[src/rtl/sweep_ctrl_pkg.sv]
// Shared types for the up/down triangle sweep controller.
package sweep_ctrl_pkg;

  typedef enum logic [1:0] {S_IDLE, S_UP, S_DOWN, S_DONE} state_t;

  // Operation requested from the count register each cycle.
  typedef enum logic [1:0] {OP_HOLD, OP_LOAD, OP_INC, OP_DEC} cnt_op_t;

  localparam logic SEL_UP   = 1'b0;
  localparam logic SEL_DOWN = 1'b1;

endpackage

[src/rtl/sweep_count_core.sv]
// Count register with load/inc/dec/hold, cleared asynchronously.
module sweep_count_core
  import sweep_ctrl_pkg::*;
#(
  parameter int WIDTH = 4
) (
  input  logic             clk,
  input  logic             clear_n,
  input  cnt_op_t          op,
  input  logic [WIDTH-1:0] load_val,
  output logic [WIDTH-1:0] count
);

  always_ff @(posedge clk or negedge clear_n) begin
    if (!clear_n) begin
      count <= '0;
    end else begin
      unique case (op)
        OP_LOAD: count <= load_val;
        OP_INC:  count <= count + WIDTH'(1);
        OP_DEC:  count <= count - WIDTH'(1);
        default: count <= count;
      endcase
    end
  end

endmodule

[src/rtl/up_down_sweep_controller.sv]
// Triangle sweep sequencer: 0..limit..0, repeated for a latched sweep total
// (or continuously when the total is 0), with start/stop and busy/done status.
module up_down_sweep_controller
  import sweep_ctrl_pkg::*;
#(
  parameter int WIDTH       = 4,
  parameter int SWEEP_CNT_W = 8
) (
  input  logic                   clk,
  input  logic                   clear_n,
  input  logic                   start,
  input  logic                   stop,
  input  logic [WIDTH-1:0]       limit,
  input  logic [SWEEP_CNT_W-1:0] sweeps,
  output logic                   select,
  output logic [WIDTH-1:0]       count_value,
  output logic                   busy,
  output logic                   done,
  output logic [SWEEP_CNT_W-1:0] sweep_cnt
);

  state_t                 state_q, state_d;
  logic [WIDTH-1:0]       limit_q;
  logic [SWEEP_CNT_W-1:0] sweeps_q;
  logic [SWEEP_CNT_W-1:0] sweep_cnt_q;
  logic [SWEEP_CNT_W-1:0] sweep_cnt_inc;
  logic                   sel_q, sel_d;
  logic                   accept;
  logic                   sweep_end;
  cnt_op_t                cnt_op;
  logic [WIDTH-1:0]       load_val;
  logic [WIDTH-1:0]       count;

  assign sweep_cnt_inc = sweep_cnt_q + SWEEP_CNT_W'(1);

  sweep_count_core #(.WIDTH(WIDTH)) u_core (
    .clk      (clk),
    .clear_n  (clear_n),
    .op       (cnt_op),
    .load_val (load_val),
    .count    (count)
  );

  always_comb begin
    state_d   = state_q;
    sel_d     = sel_q;
    cnt_op    = OP_HOLD;
    load_val  = '0;
    accept    = 1'b0;
    sweep_end = 1'b0;
    if (stop) begin
      // Abort from any state; sweep_cnt keeps its value.
      state_d = S_IDLE;
      sel_d   = SEL_UP;
      cnt_op  = OP_LOAD;
    end else begin
      unique case (state_q)
        S_IDLE: begin
          if (start) begin
            accept  = 1'b1;
            sel_d   = SEL_UP;
            cnt_op  = OP_LOAD;
            state_d = (limit == '0) ? S_DONE : S_UP;
          end
        end
        S_UP: begin
          if (count == limit_q) begin
            state_d = S_DOWN;
            sel_d   = SEL_DOWN;
            cnt_op  = OP_DEC;
          end else begin
            cnt_op  = OP_INC;
          end
        end
        S_DOWN: begin
          if (count != '0) begin
            cnt_op = OP_DEC;
          end else begin
            // Bottom of the triangle: one sweep complete.
            sweep_end = 1'b1;
            sel_d     = SEL_UP;
            cnt_op    = OP_LOAD;
            if (sweeps_q != '0 && sweep_cnt_inc == sweeps_q) begin
              state_d = S_DONE;
            end else begin
              state_d  = S_UP;
              load_val = WIDTH'(1);
            end
          end
        end
        S_DONE: begin
          state_d = S_IDLE;
          sel_d   = SEL_UP;
          cnt_op  = OP_LOAD;
        end
        default: begin
          state_d = S_IDLE;
          sel_d   = SEL_UP;
          cnt_op  = OP_LOAD;
        end
      endcase
    end
  end

  always_ff @(posedge clk or negedge clear_n) begin
    if (!clear_n) begin
      state_q     <= S_IDLE;
      sel_q       <= SEL_UP;
      limit_q     <= '0;
      sweeps_q    <= '0;
      sweep_cnt_q <= '0;
    end else begin
      state_q <= state_d;
      sel_q   <= sel_d;
      if (accept) begin
        limit_q     <= limit;
        sweeps_q    <= sweeps;
        sweep_cnt_q <= '0;
      end else if (sweep_end) begin
        sweep_cnt_q <= sweep_cnt_inc;
      end
    end
  end

  assign select      = sel_q;
  assign count_value = count;
  assign busy        = (state_q == S_UP) || (state_q == S_DOWN);
  assign done        = (state_q == S_DONE);
  assign sweep_cnt   = sweep_cnt_q;

endmodule

[config.mk]
export PLATFORM = sky130hd
export DESIGN_NAME = up_down_sweep_controller
export DESIGN_NICKNAME = d
export VERILOG_FILES = /design/src/rtl/sweep_ctrl_pkg.sv /design/src/rtl/sweep_count_core.sv /design/src/rtl/up_down_sweep_controller.sv
export SDC_FILE = /design/constraint.sdc
export NUM_CORES = 1
export LEC_CHECK = 0
export ABC_AREA = 1
export CAP_MARGIN = 10
export CORE_UTILIZATION = 54
export CTS_BUF_LIST = sky130_fd_sc_hd__clkbuf_8
export CTS_CLUSTER_SIZE = 24
export DETAILED_ROUTE_END_ITERATION = 12
export GPL_TIMING_DRIVEN = 0
export PLACE_DENSITY = 0.82
export REMOVE_ABC_BUFFERS = 1
export SYNTH_ARGS = -nofsm -noshare
export SYNTH_HDL_FRONTEND = slang
export SYNTH_SLANG_ARGS = --single-unit
[constraint.sdc]
create_clock -name clk -period 2.8 [get_ports clk]
set_input_delay 0.28 -clock clk [delete_from_list [all_inputs] [get_ports clk]]
set_output_delay 0.28 -clock clk [all_outputs]
set_load 0.05 [all_outputs]
# Yosys cells after proc, flatten, opt, wreduce, memory -nomap -nowiden
# Index checks and enable logic that the tools add are counted.
# op_classes
add_sub_neg	3
n_mul	0
n_div	0
n_lt_le_gt_ge	0
n_eq_ne	11
shifts	0
mux	30
n_bitwise	0
n_reduce_logical	9
# op_table
op	n
$mux 1	16
$mux 2	8
$mux 8	2
$pmux 2 s4	2
$pmux 4 s3	1
$ne 3x3->1 const B	3
$add 8x1->8 const B	1
$eq 2x2->1 const B	4
$eq 8x8->1	1
$reduce_bool 8->1	1
$add 4x1->4 const B	1
$eq 2x1->1 const B	2
$eq 4x4->1	1
$logic_not 4->1	1
$pmux 1 s4	1
$reduce_bool 4->1	1
$sub 4x1->4 const B	1
$reduce_and 3->1	1
$reduce_bool 3->1	1
$logic_not 2->1	1
$reduce_bool 2->1	1
$logic_and 1x1->1	1
$logic_or 1x1->1	1
# word_totals
ff_bits	27
latchBits	0
ramBits	0
mem_bits_ro	0
output_inout_bits	15
wordCells	59
mem_count	0

# Depth between registers and ports, before layout
# Gate-level depths: netlist (run 1).
# depth
depth_word	8
depth_mapped	18
ltp_nobuf	18

# Hierarchy
# Synthesis (run 1) repeated with hierarchy kept, for this count alone.
# hier_totals
cells_unflattened	249
area_unflattened_um2	1766.7
# modules_own_cells
mod	instances	cells_each	area_each_um2	seq_area_each_um2
up_down_sweep_controller	1	200	1420.1	575.6
sweep_count_core	1	49	346.6	100.1

# Worst setup path after synthesis (run 1)
# Ideal clock, no wire load.
# synth_path
path_kind	register to register
startpoint	reg u_core.count[2]
endpoint	reg u_core.count[2]
setup_time_ns	0.076
arrival_time_ns	2.092
required_ns	2.724
slack_ns	0.631
path_stages_with_launch	14
path_buffers	0
period_less_slack_ns	2.169
path_cell_list	dfrtp_1 > inv_2 > nand4_2 > nand2_1 > a21boi_2 > nand3_1 > nand2_1 > inv_1 > ha_1 > inv_1 > nand2_1 > a21oi_1 > o21ai_1 > o21ai_1
# synth_between
elab_chain_len	6
word_cells_on_any_way	13
classes_between	add/sub (2); eq/ne (4); mux (5); reduce/logical (2)
# synth_rtl
element	line	rtl
from (decl)	sweep_count_core.sv:11	output logic [WIDTH-1:0] count
from (signal assigned)	sweep_count_core.sv:19	OP_LOAD: count <= load_val;
from (signal assigned)	sweep_count_core.sv:20	OP_INC: count <= count + WIDTH'(1);
from (signal assigned)	sweep_count_core.sv:21	OP_DEC: count <= count - WIDTH'(1);
$eq 4x4->1 or $reduce_bool 4->1 (tied branches)	up_down_sweep_controller.sv:67, up_down_sweep_controller.sv:76	
$mux 1 or $mux 2 (tied branches)	up_down_sweep_controller.sv:67, up_down_sweep_controller.sv:76	
$pmux 2 s4	up_down_sweep_controller.sv:57	unique case (state_q)
$mux 2	up_down_sweep_controller.sv:51	if (stop) begin
$eq 2x2->1 or $eq 2x1->1 (tied branches)	sweep_count_core.sv:18	unique case (op)
$pmux 4 s3 or $reduce_bool 3->1 (tied branches)	-	
# Parallel ways exist; a longest one is shown, timed or not.
# A chain may end at the register's enable or synchronous reset.

# Worst setup path in the final report (run 1)
# layout_path
startpoint	reg state_q[0]
endpoint	reg u_core.count[2]
# layout_between
elab_chain_len	5
word_cells_on_any_way	11
classes_between	eq/ne (6); mux (3); reduce/logical (2)
# layout_rtl
element	line	rtl
from (decl)	up_down_sweep_controller.sv:22	state_t state_q, state_d;
from (signal assigned)	up_down_sweep_controller.sv:113	state_q <= state_d;
$eq 2x2->1, or another cell as far along	up_down_sweep_controller.sv:57	
$pmux 2 s4 (*)	up_down_sweep_controller.sv:57	
$mux 2 (*)	up_down_sweep_controller.sv:51	
$eq 2x2->1 or $eq 2x1->1 (tied branches)	sweep_count_core.sv:18	
$pmux 4 s3 or $reduce_bool 3->1 (tied branches)	-	
# Mark *: on every way between the ends. The rest lies on a longest branch, timed or not.

==> results of run 1 <==
placed cells by master (no fill, tap or decap), types with 8 or more instances in the layout:
cell type / instances
clkdlybuf4s50_1: 30
dfrtp_1: 27
inv_1: 29
inv_2: 8
nand2_1: 68
nand3_1: 12
nor2_1: 14
o21ai_0: 13
cell type report:
type	instances	area (sq um)	share of cell area, %
clock buffer	3	41.29	1.987
tap	31	38.79	1.866
multi-input combinational	159	840.8	40.46
timing repair buffer	32	339.1	16.32
clock inverter	1	3.754	0.1806
sequential	27	675.6	32.51
inverter	37	138.9	6.683
how the worst min path moves through the flow:
stage	startpoint	endpoint	slack (ns)	cells after the start
final	clear_n	sweep_cnt[3]	0.35	1
after CTS	sweeps[3]	sweeps_q[3]	0.53	3
after detailed placement	select	select	0.51	2
after global placement	select	select	0.48	2
after floorplan	clear_n	limit_q[0]	-0.02	0
after global routing	clear_n	sweep_cnt[4]	0.37	1
cells in the mapped netlist, types with 2 or more instances:
master,count,area (sq um)
inv_2,8,30.03
a21oi_1,4,20.02
o21ai_2,2,17.52
inv_1,28,105.1
nor4_1,4,25.02
nor2_1,14,52.55
nor3_1,2,10.01
nand4_1,3,18.77
clkbuf_1,2,7.510
nand2_2,2,12.51
nand3_1,12,60.06
o21ai_0,13,65.06
ha_1,6,75.07
xor2_1,6,52.55
o21ai_1,6,30.03
nand2_1,68,255.2
o22ai_1,6,37.54
o211ai_1,2,15.01
dfrtp_1,27,675.7
routing by layer:
metal,wire (um),global-route usage (%),part of all wire (%)
met4,36,5.226,1.0
met1,1780,35.62,49
met3,175,5.442,4.9
met5,0,0,0
met2,1607,37.38,45
registers in the layout, indices dropped and copies added, names as in the netlist:
register      cells
state_q           2
limit_q           4
sweep_cnt         8
sweeps_q          8
u_core.count      4
select            1
worst max-delay path: cells and delay by family, from the launching register on:
family / cells / cell delay (ns)
flip-flops: 1 / 0.41
adder cells (fa/ha/maj): 2 / 0.39
AND/OR/NAND/NOR: 4 / 0.49
AO/OA/AOI/OAI: 4 / 0.67
buffers and inverters: 3 / 0.24
power breakdown:
part	internal, mW	leakage (nW)	switching (mW)	total [mW]
sequential	0.509	0.355	0.124	0.633
clock	0.0987	0.0269	0.124	0.222
combinational	0.328	0.604	0.595	0.923
through the flow:
step	power [mW]	area, sq um	std cells	setup slack [ns]
6_report	1.778	2078	290	0.5618
5_1_grt	1.933	2078	290	0.3811
3_3_place_gp	1.526	1994	284	0.2381
4_1_cts	1.770	2039	288	0.2135
3_5_place_dp	1.547	1994	284	0.1997
2_1_floorplan	1.304	1655	223	0.6313
kinds of logic (layout without fill, tap and decap cells):
logic type,count (synthesis),in the layout
AOI/OAI and AO/OA,37,37
and+or+nand+nor,109,109
xor gates and xnor gates,7,7
adders and majority gates,6,6
buffers and inverters,39,73
DFF,27,27
==> results.md, run 1 <==
* Fin Setup TNS at 0 ns
* Final core utilization at 73.46%
* Buffers added on ports at 30
* Die H at 57.49 um
* Vias per cell at between 5 and 6
* Startpoint types: flip-flop
* GP Congestion at approximately 0.84
* Status: complete, but fails checks
* Sinks on Clock Net at 27
* XOR/XNOR Fraction of Synth Area at approximately 3.7%
* Post-synthesis mux area share at 0%
* Post-synthesis adder-cell area fraction at between 4 and 5%
* Final-report hold violation count at 0
* Post-synth EDFFs at 0
* Largest net degree at the start of global routing at 28
* Hold WC Path Type: in2async
* Period utilization at 79.94%
* Total grt overflow at 0
* Slew headroom at 62.53%
* Antenna violations before repair at 0
* Antenna Nets Post-Route at 0
* Fmax at roughly 0.45 GHz
* Distinct cells, synth at 29
* LEAKAGE at 0.9857 nW
* Worst slew pin tran at ~0.56 ns
* Wire length per cell at about 12 um
* R2R cell count at 13
* Peak supply drop at around 0.7 mV
* CTS tree: done
* Yosys warnings at 0
* Hold_buf cts at 0
* Total track usage at between 20% and 30%
* CP Data Required Time at 3.01 ns
* Worst clock skew at 0.01056 ns
* Cell area after synthesis at approximately 0.0017 sq mm
* Post-CTS setup buffers at 0
* 1st-pass router iterations at 10
* Clk_lat worst skew at about 0.28 ns
* First-pass GRT wire length at 6.216 mm
* # fillers at 239
* Cts bufs inserted at 3
* Synth Area in Compound Gates at between 10% and 20%
* Max-cap violations at 0
* H-tree depth at 1
* Synth Register Bits at 27
* Cts repair resizes at 0
* Clock transition at path regs at around 0.10 ns
* Flop-to-flop setup slack at about 0.56 ns
* CP Capture Type: flip-flop
* Sequential area share after synthesis at approximately 41%
* Largest family of logic cells by synthesized area: simple AND/OR/NAND/NOR gates
* Critical-path top delay cell: dfrtp_1
* Reg-to-Reg Start: state_q[0]
* CTS Buffer Depth at 2
* Dpl hpwl at between 2 and 3 mm
* Nets at ~280
* Ratio of cells with drive above 1 in the final layout at 9.266%
* Max incr delay on CP at 0.41 ns
* Initial drt markers at slightly above 90
* Initial Util at between 50% and 60%
* Most used DFF post-synth: dfrtp_1
* End of the critical path: u_core.count[2]
* Final wirelength at 3.599 mm
* Die width at 57.49 um
* Crit path time final at 2.238 ns
* Arrival time worst endpoint at ~2.5 ns
* Cell breakdown of the critical path: inv_1 > ha_1 > nand2_1 > a21boi_2 > nand3_1 > nand2_1 > inv_1 > ha_1 > inv_1 > nand2_1 > a21oi_1 > o21ai_1 > o21ai_1
* CP startpoint: state_q[0]
* DRC Markers at 1
* Max-slew violation count at 0
* Violated checks: DRC
* Vias at around 1,600
* Async S/R FF share, synth at 100.0%
* Worst r2r dst: u_core.count[2]
* RSZ-0062 raised after global routing: no
* Hold_ws at roughly 0.35 ns
* Critical path fanouts, max at 9
* Setup Crit Path Kind: reg2reg
* Synthesis-to-finish area growth at 24.98%
* Final setup viols at 0
* Core footprint at 0.002829 sq mm
* Mean Syn Cell Area at ~7.4 sq um
* Pwr Density at roughly 860 mW/mm^2
* Syn Inst Count at roughly 230
* I/O pins at 31
* FP Rows at 19
* Root buf cell: clkbuf_8
* Die area at approximately 0.0033 sq mm
* # diodes at 0
* Vias in the first global route at about 1,400
* Synth Area in Simple Gates at just under 30%
(Power assumes the default switching activity.)
==> run 2, diff against run 1 <==
==> constraint.sdc (replaced) <==
create_clock -name clk -period 2.33 [get_ports clk]
set_input_delay 0.233 -clock clk [delete_from_list [all_inputs] [get_ports clk]]
set_output_delay 0.233 -clock clk [all_outputs]
set_load 0.05 [all_outputs]
==> results.md, run 2 (same netlist as run 1, synthesis figures left out) <==
* Status: complete, but fails checks
* Violated checks: DRC
* # fillers at 236 (-1.3%)
* CTS tree: done
* CP Data Required Time at 2.54 ns (-0.47 ns)
* Commonest non-fill, non-tap cell in the layout: nand2_1
* Initial Util at 58.78% (unchanged)
* Cts bufs inserted at 3 (unchanged)
* Cell breakdown of the critical path: inv_2 > nand2_1 > nand2_1 > nor2_1 > nand3_1 > nand2_1 > nand2_1 > nand2_2 > nand3_1 > nand2_1 > inv_1 > ha_1 > inv_1 > nand2_1 > a21oi_1 > o21ai_1 > o21ai_1
* Sequential cell area at 675.6 sq um (unchanged)
* DRC Markers at 1 (unchanged)
* I/O pins at 31 (unchanged)
* Vias per cell at 5.325 (-0.62%)
* Hold_buf cts at 0 (unchanged)
* Total track usage at 24.45% (unchanged)
* Total grt overflow at 0 (unchanged)
* Hold WC Path Type: in2async
* Hold_ws at 0.3042 ns (-0.04549 ns)
* H-tree depth at 1 (unchanged)
* Peak supply drop at 0.8786 mV (+22%)
* Critical Path Most Common Cell: nand2_1
* Commonest non-fill, non-tap cells in the layout: 68 x nand2_1, 30 x clkdlybuf4s50_1, 29 x inv_1, 27 x dfrtp_1
* Startpoint types: flip-flop
* Die area at 0.003305 sq mm (unchanged)
* Max-slew violation count at 0 (unchanged)
* Worst r2r dst: u_core.count[2]
* Max-cap violations at 0 (unchanged)
* Area of the multi-input gates at 855.8 sq um (+1.8%)
* Pwr Density at 1030 mW/mm^2 (+20%)
* Setup WS pre-CTS at -0.2360 ns (-0.4357 ns)
* Vias at 1,539 (-0.97%)
* Clock transition at path regs at 0.10 ns (about the same)
* Max incr delay on CP at 0.49 ns (+0.08 ns)
* Fmax at 0.4655 GHz (+4.2%)
* Post-CTS setup buffers at 0 (unchanged)
* Largest net degree at the start of global routing at 28 (unchanged)
* Finished Cell Area at 0.002082 sq mm (+0.18%)
* Period utilization at 92.19% (+12 points)
* Die width at 57.49 um (unchanged)
* Setup Crit Path Kind: reg2reg
* Sinks on Clock Net at 27 (unchanged)
* Critical-path top delay cell: dfrtp_1
* FP Rows at 19 (unchanged)
* Top delay family on crit path: simple AND/OR/NAND/NOR gates
* Wire length per cell at 12.38 um (-0.27%)
* Final core utilization at 73.60% (+0.13 points)
* Crit path time final at 2.148 ns (-0.09018 ns)
* Crit path buf inv count at 3 (unchanged)
* GP Congestion at 0.8443 (unchanged)
* Antenna violations before repair at 0 (unchanged)
* Area after DPL at 0.001994 sq mm (unchanged)
* Arrival time worst endpoint at 2.36 ns (-0.09 ns)
* Buffers added on ports at 30 (unchanged)
* # diodes at 0 (unchanged)
* Reg-to-Reg Start: u_core.count[0]
* LEAKAGE at 0.9820 nW (-0.37%)
* CP Capture Type: flip-flop
* Slew headroom at 62.39% (-0.14 points)
* Synthesis-to-finish area growth at 25.21%
* Fin Setup TNS at 0 ns (unchanged)
* Non-Filler Instances at 289 (-0.34%)
* Ratio of cells with drive above 1 in the final layout at 9.302% (+0.036 points)
* Cells after DPL at 284 (unchanged)
* 1st-pass router iterations at 10 (unchanged)
* Core footprint at 0.002829 sq mm (unchanged)
* Nets at 281 (-0.35%)
* Antenna Nets Post-Route at 0 (unchanged)
* Worst clock skew at 0.01062 ns (+0.00006900 ns)
* Final-report hold violation count at 0 (unchanged)
* Final setup viols at 0 (unchanged)
* Clk_lat worst skew at 0.28 ns (about the same)
* Die H at 57.49 um (unchanged)
* Root buf cell: clkbuf_8
* Vias in the first global route at 1,404 (unchanged)
* CTS Buffer Depth at 2 (unchanged)
* First-pass GRT wire length at 6.216 mm (unchanged)
* Initial drt markers at 92 (-1.1%)
* Dpl hpwl at 2.787 mm (unchanged)
* Critical path fanouts, max at 7 (-2)
* Pwr Total at 2.144 mW (+21%)
* Final wirelength at 3.577 mm (-0.61%)
* R2R cell count at 17 (+4)
* Final setup margin at 0.1819 ns (-0.3798 ns)
* Worst slew pin tran at 0.5624 ns (+0.002101 ns)
* Flop-to-flop setup slack at 0.18 ns (-0.38 ns)
[run 2: cell count changes in the layout (fill, tap and decap cells not counted)]
cell | before | now
nor2_1 | 14 | 13
buf_6 | 1 | 0
nor2_4 | 0 | 1
a21boi_4 | 0 | 1
a21boi_2 | 1 | 0
[run 2: layout make-up]
class | count | share of cell area (%)
inverters | 37 | 6.671
clock buffers | 3 | 1.983
repair buffers | 31 | 15.75
well taps | 31 | 1.863
multi-input cells | 159 | 41.11
clock inverters | 1 | 0.1803
flip-flops and latches | 27 | 32.45
[run 2: worst max path at each step]
stage                          from              end  slack [ns]  depth (start not counted)
floorplan           u_core.count[2]  u_core.count[2]        0.16                         13
global placement         state_q[0]     sweep_cnt[6]       -0.19                          7
detailed placement       state_q[0]     sweep_cnt[6]       -0.24                          7
CTS                      state_q[0]  u_core.count[2]        0.06                         13
global route        u_core.count[0]  u_core.count[2]       -0.02                         17
finish              u_core.count[0]  u_core.count[2]        0.18                         17
[run 2: timing repair]
action,in CTS,in global routing
endpoints found under the setup margin,7,7
pin swaps,0,0
gates cloned,0,0
hold endpoints to repair,0,0
resized for setup,1,2
[run 2: layer usage]
layer / part of all wire (%) / vias up / global-route usage [%] / wire length, um
li1: - / 800 / - / -
met5: 0 / - / 0 / 0
met3: 3.8 / 5 / 5.442 / 135
met4: 0.98 / 0 / 5.226 / 35
met2: 45 / 29 / 37.38 / 1600
met1: 50 / 705 / 35.62 / 1806
[run 2: report_power, final]
group	switching (mW)	leakage (nW)	internal, mW	total [mW]
registers	0.151	0.355	0.612	0.763
clock network	0.148	0.0269	0.119	0.267
logic	0.720	0.601	0.395	1.11
